==> src/rtl/tmds_pkg.sv <==
// Shared TMDS definitions: control tokens, token helpers and
// the receive alignment FSM states.
package tmds_pkg;

    localparam logic [9:0] TOK_C00 = 10'b1101010100;
    localparam logic [9:0] TOK_C01 = 10'b0010101011;
    localparam logic [9:0] TOK_C10 = 10'b0101010100;
    localparam logic [9:0] TOK_C11 = 10'b1010101011;

    typedef enum logic {
        HUNT,
        LOCKED
    } state_t;

    function automatic logic [9:0] ctrl_token(input logic [1:0] c);
        logic [9:0] t;
        unique case (c)
            2'b00: t = TOK_C00;
            2'b01: t = TOK_C01;
            2'b10: t = TOK_C10;
            2'b11: t = TOK_C11;
        endcase
        return t;
    endfunction

    function automatic logic is_token(input logic [9:0] w);
        return (w == TOK_C00) || (w == TOK_C01) ||
               (w == TOK_C10) || (w == TOK_C11);
    endfunction

endpackage

==> src/rtl/tmds_word_decode.sv <==
// Combinational TMDS 10b symbol decode to control or pixel byte.
import tmds_pkg::*;

module tmds_word_decode (
    input  logic [9:0] w,
    output logic       is_ctrl,
    output logic [1:0] ctrl,
    output logic [7:0] data
);

    logic [7:0] d;

    always_comb begin
        is_ctrl = 1'b0;
        ctrl    = 2'b00;
        data    = 8'h00;
        d       = w[9] ? ~w[7:0] : w[7:0];
        for (int c = 0; c < 4; c++) begin
            if (w == ctrl_token(2'(c))) begin
                is_ctrl = 1'b1;
                ctrl    = 2'(c);
            end
        end
        if (!is_ctrl) begin
            data[0] = d[0];
            for (int i = 1; i < 8; i++) begin
                data[i] = w[8] ? (d[i] ^ d[i-1]) : ~(d[i] ^ d[i-1]);
            end
        end
    end

endmodule

==> src/rtl/tmds_rx_decoder.sv <==
// One TMDS receive channel: token-based word alignment followed
// by a two-stage symbol decode pipeline.
import tmds_pkg::*;

module tmds_rx_decoder #(
    parameter int CTRL_RUN     = 8,
    parameter int LOCK_TIMEOUT = 2048
) (
    input  logic       i_clk,
    input  logic       i_rst,
    input  logic [9:0] i_raw,
    input  logic       i_valid,
    output logic       o_valid,
    output logic       o_de,
    output logic [7:0] o_data,
    output logic [1:0] o_ctrl,
    output logic       o_locked,
    output logic [3:0] o_offset,
    output logic       o_lock_loss
);

    localparam int RW = $clog2(CTRL_RUN + 1);
    localparam int TW = $clog2(LOCK_TIMEOUT + 1);

    state_t        state_q;
    logic [9:0]    prev_raw;
    logic [19:0]   hist;
    logic [3:0]    off_q;
    logic [RW-1:0] run_q;
    logic [RW-1:0] run_nx;
    logic [TW-1:0] tmo_q;
    logic          loss_q;

    logic          hit;
    logic [3:0]    hit_off;
    logic [9:0]    win_sel;
    logic          lk_hit;

    logic          v1_q;
    logic [9:0]    w1_q;
    logic          m1_q;
    logic          v2_q;
    logic          de_q;
    logic [7:0]    data_q;
    logic [1:0]    ctrl_q;

    logic          dec_is_ctrl;
    logic [1:0]    dec_ctrl;
    logic [7:0]    dec_data;

    assign hist = {i_raw, prev_raw};

    // Scan high-to-low so the lowest matching offset is left standing.
    always_comb begin
        hit     = 1'b0;
        hit_off = 4'd0;
        for (int k = 9; k >= 0; k--) begin
            if (is_token(hist[k +: 10])) begin
                hit     = 1'b1;
                hit_off = 4'(k);
            end
        end
        win_sel = hist[9:0];
        for (int k = 0; k < 10; k++) begin
            if (off_q == 4'(k)) win_sel = hist[k +: 10];
        end
        lk_hit = is_token(win_sel);
        run_nx = (hit_off == off_q) ? run_q + 1'b1 : RW'(1);
    end

    tmds_word_decode u_dec (
        .w       (w1_q),
        .is_ctrl (dec_is_ctrl),
        .ctrl    (dec_ctrl),
        .data    (dec_data)
    );

    always_ff @(posedge i_clk or negedge i_rst) begin
        if (!i_rst) begin
            state_q  <= HUNT;
            prev_raw <= '0;
            off_q    <= '0;
            run_q    <= '0;
            tmo_q    <= '0;
            loss_q   <= 1'b0;
            v1_q     <= 1'b0;
            w1_q     <= '0;
            m1_q     <= 1'b0;
            v2_q     <= 1'b0;
            de_q     <= 1'b0;
            data_q   <= '0;
            ctrl_q   <= '0;
        end else begin
            loss_q <= 1'b0;
            if (i_valid) begin
                prev_raw <= i_raw;
                v2_q     <= v1_q;
                if (v1_q) begin
                    de_q   <= ~m1_q;
                    data_q <= dec_data;
                    if (dec_is_ctrl) ctrl_q <= dec_ctrl;
                end
                unique case (state_q)
                    HUNT: begin
                        v1_q <= 1'b0;
                        if (!hit) begin
                            run_q <= '0;
                        end else begin
                            off_q <= hit_off;
                            run_q <= run_nx;
                            if (run_nx == RW'(CTRL_RUN)) begin
                                state_q <= LOCKED;
                                tmo_q   <= '0;
                            end
                        end
                    end
                    LOCKED: begin
                        v1_q <= 1'b1;
                        w1_q <= win_sel;
                        m1_q <= lk_hit;
                        if (lk_hit) begin
                            tmo_q <= '0;
                        end else if (tmo_q == TW'(LOCK_TIMEOUT - 1)) begin
                            state_q <= HUNT;
                            loss_q  <= 1'b1;
                            run_q   <= '0;
                            tmo_q   <= '0;
                            v1_q    <= 1'b0;
                            v2_q    <= 1'b0;
                        end else begin
                            tmo_q <= tmo_q + 1'b1;
                        end
                    end
                endcase
            end
        end
    end

    assign o_valid     = v2_q & i_valid;
    assign o_de        = de_q;
    assign o_data      = data_q;
    assign o_ctrl      = ctrl_q;
    assign o_locked    = (state_q == LOCKED);
    assign o_offset    = off_q;
    assign o_lock_loss = loss_q;

endmodule

==> config.mk <==
export PLATFORM = sky130hd
export DESIGN_NAME = tmds_rx_decoder
export DESIGN_NICKNAME = d
export VERILOG_FILES = /design/src/rtl/tmds_pkg.sv /design/src/rtl/tmds_word_decode.sv /design/src/rtl/tmds_rx_decoder.sv
export SDC_FILE = /design/constraint.sdc
export NUM_CORES = 1
export LEC_CHECK = 0
export CORE_MARGIN = 1.5
export CORE_UTILIZATION = 30
export CTS_BUF_LIST = sky130_fd_sc_hd__clkbuf_16
export DETAILED_ROUTE_END_ITERATION = 6
export PLACE_DENSITY = 0.46
export SYNTH_ARGS = -nofsm -noshare
export SYNTH_HDL_FRONTEND = slang
export SYNTH_SLANG_ARGS = --single-unit
==> constraint.sdc <==
create_clock -name i_clk -period 3 [get_ports i_clk]
set_input_delay 0.75 -clock i_clk [delete_from_list [all_inputs] [get_ports i_clk]]
set_output_delay 0.75 -clock i_clk [all_outputs]
set_load 0.05 [all_outputs]
==> metrics, run 1 <==
pin count of the biggest net entering global routing=29; Final setup viols=0; number of vias in the routed layout=roughly 4,700; deepest clock path buffer count=2; Yosys top cell by area=dfrtp_1; required time at the worst-slack endpoint=3.24 ns; routed len/inst=approximately 19 µm; vias in the first global route=~4,700; post-detailed-placement half-perimeter wirelength=12.0 mm; number of I/O port buffers=30; floorplan die height=between 100 and 150 µm; number of DRC violations after detailed-routing iteration 0=approximately 340; area of the die=0.0165 mm²; fraction of the mapped netlist area in simple logic gates=26.8%; Final min period=2.98 ns; Crit Path Category=input port to flop; Leakage Power=2.76 nW; Fin. Hold Viols=0; Sw Pwr=0.824 mW; highest net fanout along the worst path=5; Top FF cell, synth=dfrtp_1; library cell used as clock root buffer=clkbuf_16; sequential-to-total area share from yosys stat=29.7%; initial antenna violation count=0; share of cells above drive strength 1=31.1%; number of distinct library cell variants in the gate-level netlist after synthesis=between 80 and 90; most congested layer reported by global routing=met2; Clock Skew=slightly below 0.006 ns; Cell Count, Final, Fillers Out=870; power per cell area=~360 mW/mm²; effective utilization at floorplan=30.8%; synthesized-area fraction occupied by adder cells=2.12%; max-slew violation count=0; capturing element type of the critical path=flop; register bit total from synthesis=56; number of remaining DRC errors=0; total grt overflow=0; clock tree from TritonCTS=yes; global-route wire length before repair=26.3 mm; total detailed-routing wirelength=between 15 and 20 mm; sequential share of power=a little over two fifths; internal power=roughly 1.5 mW; diodes inserted=0; largest incremental delay on the critical path=0.53 ns; met2 usage=33.3%; actual slew at the worst max-slew pin=between 0.5 and 0.6 ns; share of the clock period used by the worst path=99.2%; ordered list of cells on the worst path=dlygate4sd2_1 > buf_4 > mux2i_1 > nor3_1 > a221o_1 > o21ai_2 > nand4_1 > or4_4 > and3_4 > o21ai_4 > a22o_1; horizontal extent of the die=128 µm; share of async-settable or async-resettable flops after synthesis=100%; clock transition at the registers of the reported paths=~0.080 ns; arrival time at the worst endpoint=3.22 ns; I/O pin total=31; number of flops mapped to enable cells by yosys=0; Mapped Avg Cell Area=8.57 µm²; Total Routing Usage GR=~21%; Maximum Capacitance Violations=0; Peak supply drop=0.309 mV; Std-Cell Core Area=0.0153 mm²; top-area cell type share of the netlist area=29.7%; instance count of the mapped netlist=about 550; final antenna-violating net count=0; result of the run=complete, no violations; placed cell count=847; power consumption=2.31 mW; share of power burned in the clock network=around 27%; switching share of power=35.6%; Max Clk Rate=between 300 and 400 MHz; cell area after synthesis=0.00472 mm²; Clock Latency Late Sink=slightly above 0.3 ns; Routability Congestion=0.939; Critical Path Source Type=input port; Worst path slowest cell=or4_4; combinational fraction of design power=31.4%; top area cells in the synthesized netlist=dfrtp_1, o21ai_0, mux2i_1; compound-gate portion of the synthesized area=24.6%; global-route track usage on met3=about 3.6%; CTS Sinks=56; multiplexer share of the synthesized area=6.01%; vias per std cell=5.44; # nets final=679; Global Route met1 Usage=27.6%; First-pass DRT Iterations=5; class of the tightest hold or removal check=input port to asynchronous set/reset pin; cts bufs inserted=5; YS warnings=0; RSZ-0062 raised after global routing=true; Std-Cell Rows=45; share of the synthesized netlist area taken by xor and xnor gates=3.34%; total number of H-tree levels=2; Slew headroom=~61%; largest family of logic cells by synthesized area=simple AND/OR/NAND/NOR gates; accumulated negative setup slack=0 ns; synth-to-layout area growth=36.7%; Post-Syn Nets=572
## cell families after synthesis
| logic type | Yosys count |
|---|---|
| simple gates | 209 |
| fa+ha+maj | 8 |
| buf+inv | 68 |
| mux | 27 |
| xor+xnor | 18 |
| compound gates | 165 |
| flops | 56 |
## state kept, by name, summed over array words and instances, names as in the netlist
register     flops
prev_raw        10
o_lock_loss      1
o_ctrl           2
run_q            4
v2_q             1
o_offset         4
m1_q             1
tmo_q           12
o_de             1
o_data           8
o_locked         1
w1_q            10
v1_q             1
## final timing paths
check / start / end / slack [ns] / cells after the start
worst max register to register: o_offset[1]$_DFFE_PN0P_ / run_q[3]$_DFFE_PN0P_ / 0.05 / 11
worst max-delay path: i_raw[2] / run_q[3]$_DFFE_PN0P_ / 0.02 / 11
worst min register to register: o_de$_DFFE_PN0P_ / o_de$_DFFE_PN0P_ / 0.49 / 2
max in group asynchronous: i_rst / tmo_q[3]$_DFFE_PN0P_ / 1.87 / 2
worst min-delay path: i_rst / o_data[6]$_DFFE_PN0P_ / 0.41 / 1
min in group i_clk: o_de$_DFFE_PN0P_ / o_de$_DFFE_PN0P_ / 0.49 / 2
## critical path: cells and delay by family
family | cells | cell delay (ns)
buf+inv | 2 | 0.51
compound gates | 4 | 0.82
simple gates | 4 | 0.96
mux | 1 | 0.19
## synth_stat cells, drive strengths merged, types with 10 or more instances
| master | number |
|---|---|
| buf | 33 |
| nor2b | 14 |
| nand3 | 26 |
| dfrtp | 56 |
| inv | 19 |
| a22o | 11 |
| mux2 | 11 |
| clkbuf | 16 |
| a21oi | 29 |
| nor2 | 30 |
| mux2i | 16 |
| nand2b | 10 |
| nand4 | 15 |
| o21ai | 43 |
| nand2 | 39 |
## power by group through the flow
| stage | Sequential (mW) | Clock [mW] | Combinational, mW |
|---|---|---|---|
| after floorplan | 1.05 | 0 | 0.330 |
| after global placement | 0.975 | 0 | 0.699 |
| after detailed placement | 0.978 | 0 | 0.699 |
| after CTS | 0.963 | 0.649 | 0.709 |
| after global routing | 0.981 | 0.677 | 0.788 |
| final | 0.966 | 0.622 | 0.725 |
## layer usage
metal,up-vias,wire length [µm]
met2,150,7640
li1,2272,-
met1,2275,7830
met5,-,0
met4,0,547
met3,36,723
## final cells by class
cell class,count,area (µm²)
clock buffer,5,125
clock inverter,3,27.5
fill,1546,8860
inverter,19,71.3
multi-input combinational,427,3210
sequential,56,1410
tap,211,264
timing repair buffer,149,1350
## placed cells by master (no fill, tap or decap), drive strengths merged, types with 9 or more instances in the layout
master and count:
a21oi 29, a22o 11, and2 9, buf 123, clkdlybuf4s50 19, dfrtp 56, inv 20, mux2 11
mux2i 16, nand2 39, nand2b 10, nand3 26, nand4 15, nand4b 9, nor2 30, nor2b 14
o21ai 43, xnor2 9, xor2 9
## timing repair
action / 4_1_cts / 5_1_grt
gates cloned: 1 / 2
pin swaps: 6 / 15
gates resized for setup: 26 / 38
setup buffers: 3 / 10
hold buffers: 0 / 0
endpoints found under the hold margin: 0 / 0
endpoints found under the setup margin: 22 / 20
## per-stage QoR
stage	setup WS (ns)	hold WS [ns]	cell area (µm²)	utilization, %
6_report	0.0234	0.408	6460	42.2
5_1_grt	-0.0798	0.440	6460	42.2
4_1_cts	0.00369	0.419	6150	40.1
3_5_place_dp	-0.773	0.476	5900	38.5
3_3_place_gp	-0.818	0.469	5900	38.5
2_1_floorplan	0.0780	0.440	4720	-
Note: power is estimated with default switching activity, not from simulation.
==> inputs of run 2 (changes only) <==
CORE_ASPECT_RATIO = 1.5   (was default)
==> metrics, run 2 (synthesized netlist as in run 1, its figures left out) <==
result of the run=complete, no violations; Fin. Hold Viols=0 (unchanged); class of the tightest hold or removal check=input port to asynchronous set/reset pin; RSZ-0062 raised after global routing=true; Critical Path Source Type=flop; highest net fanout along the worst path=18 (+13); capturing element type of the critical path=flop; clock transition at the registers of the reported paths=0.08 ns (about the same); Crit Path Category=flop to flop; Std-Cell Rows=56 (+24%); post-detailed-placement half-perimeter wirelength=13.4 mm (+12%); largest incremental delay on the critical path=0.59 ns (+0.06 ns); floorplan die height=157 µm (+22%); Max Clk Rate=340 MHz (+1.2%); share of the clock period used by the worst path=98.0% (-1.2 points); Reg2Reg Capture Point=run_q[0]$_DFFE_PN0P_; flop-to-flop setup slack=0.06 ns (about the same); required time at the worst-slack endpoint=3.24 ns (about the same); library cell used as clock root buffer=clkbuf_16; power per cell area=366 mW/mm² (+2.2%); Std-Cell Core Area=0.0155 mm² (+1.1%); deepest clock path buffer count=2 (unchanged); vias in the first global route=4,969 (+5.5%); Maximum Capacitance Violations=0 (unchanged); Routability Congestion=0.950 (+1.2%); Reg2Reg Depth=10 (-1); area of the die=0.0165 mm² (about the same); capturing instance or port of the critical path=run_q[0]$_DFFE_PN0P_; worst slack at placement=-0.582 ns (+0.190 ns); number of remaining DRC errors=0 (unchanged); Peak supply drop=0.298 mV (-3.4%); actual slew at the worst max-slew pin=0.684 ns (+0.0986 ns); total grt overflow=0 (unchanged); number of vias in the routed layout=4,807 (+1.6%); number of I/O port buffers=30 (unchanged); final antenna-violating net count=0 (unchanged); share of cells above drive strength 1=30.7% (-0.40 points); effective utilization at floorplan=30.5% (-0.34 points); Area after DPL=0.00591 mm² (+0.13%); critical path launch point=o_offset[1]$_DFFE_PN0P_; vias per std cell=5.56 (+2.3%); cell with the most instances on the worst path=buf_4; I/O pin total=31 (unchanged); register containing the most flip-flops in the final layout=tmo_q; number of DRC violations after detailed-routing iteration 0=199 (-42%); routed len/inst=20.5 µm (+6.3%); Worst path slowest cell=or4_4; Largest register FFs=12 (unchanged); # nets final=681 (+0.29%); Slew headroom=54.4% (-6.6 points); CTS Sinks=56 (unchanged); Final min period=2.94 ns (-0.0357 ns); horizontal extent of the die=105 µm (-18%); commonest non-fill, non-tap cell in the layout=buf_4; Leakage Power=2.75 nW (-0.25%); max-slew violation count=0 (unchanged); Post-CTS Hold Fix Bufs=0 (unchanged); Clock Latency Late Sink=0.30 ns (about the same); top flop regs=tmo_q x12, prev_raw x10, w1_q x10; arrival time at the worst endpoint=3.18 ns (-0.04 ns); Total Routing Usage GR=21.2% (+0.66 points); clock tree from TritonCTS=yes; total detailed-routing wirelength=17.7 mm (+5.6%); cts bufs inserted=5 (unchanged); synth-to-layout area growth=34.3%; ordered list of cells on the worst path=buf_12 > buf_4 > and2_2 > a221oi_1 > buf_4 > o31ai_4 > or4_4 > and3_4 > o21ai_4 > a22o_1; most frequent cells in the layout=buf_4, dfrtp_1, o21ai_0, nand2_1, nor2_1; Clock Skew=0.00472 ns (-0.00122 ns); total number of H-tree levels=2 (unchanged); initial antenna violation count=0 (unchanged); r2r startpoint=o_offset[1]$_DFFE_PN0P_; summed area of non-filler cells in the final layout=0.00634 mm² (-1.8%); First-pass DRT Iterations=4 (-1); Final setup viols=0 (unchanged); Worst Setup Slack, final=0.0591 ns (+0.0357 ns); diodes inserted=0 (unchanged); global-route wire length before repair=27.1 mm (+2.9%); pin count of the biggest net entering global routing=37 (+28%)
==> run 2: per-layer routing <==
layer | share of wire [%] | GRT usage, % | vias to the layer above
li1 | - | - | 2288
met1 | 38 | 23.0 | 2354
met2 | 54 | 39.6 | 115
met3 | 2.5 | 1.67 | 50
met4 | 5.4 | 13.2 | 0
met5 | 0 | 0 | -
==> run 2: how the worst min path moves through the flow <==
stage,startpoint,endpoint,slack (ns),cells past startpoint
global placement,m1_q$_DFFE_PN0P_,o_de$_DFFE_PN0P_,0.47,1
floorplan,m1_q$_DFFE_PN0P_,o_de$_DFFE_PN0P_,0.44,1
CTS,m1_q$_DFFE_PN0P_,o_de$_DFFE_PN0P_,0.48,1
detailed placement,m1_q$_DFFE_PN0P_,o_de$_DFFE_PN0P_,0.47,1
global route,i_rst,o_data[3]$_DFFE_PN0P_,0.52,1
finish,i_rst,o_data[3]$_DFFE_PN0P_,0.48,1
==> run 2: power breakdown <==
group / internal, mW / switching (mW)
clock: 0.317 / 0.310
combinational: 0.323 / 0.407
sequential: 0.849 / 0.114
==> run 2: layout make-up <==
type | instances | area, µm²
inverters | 19 | 71.3
clock buffers | 5 | 125
multi-input cells | 427 | 3150
fillers | 1577 | 9140
repair buffers | 151 | 1310
well taps | 203 | 254
clock inverters | 3 | 25.0
flip-flops and latches | 56 | 1410
==> run 2: worst max-delay path: cells and delay by family (launching register included) <==
kind                   cells  cell delay [ns]
DFF                        1             0.46
and+or+nand+nor            3             1.05
AOI/OAI and AO/OA          4             0.83
buffers and inverters      3             0.53
==> run 2: what timing repair did <==
item | in CTS | in global routing
gates cloned | 0 | 2
resized for setup | 20 | 42
buffers inserted | 1 | 5
setup endpoints to repair | 23 | 19
pin swaps | 3 | 18
endpoints found under the hold margin | 0 | 0
==> run 2: through the flow <==
stage	util [%]	setup TNS, ns	power, mW	hold slack [ns]	instances
finish	41.0	0	2.32	0.479	864
global route	41.0	-0.0207	2.44	0.518	864
CTS	39.6	0	2.33	0.485	857
detailed placement	38.1	-11.50	1.69	0.473	848
global placement	38.1	-10.93	1.68	0.474	848
floorplan	-	0	1.38	0.440	551
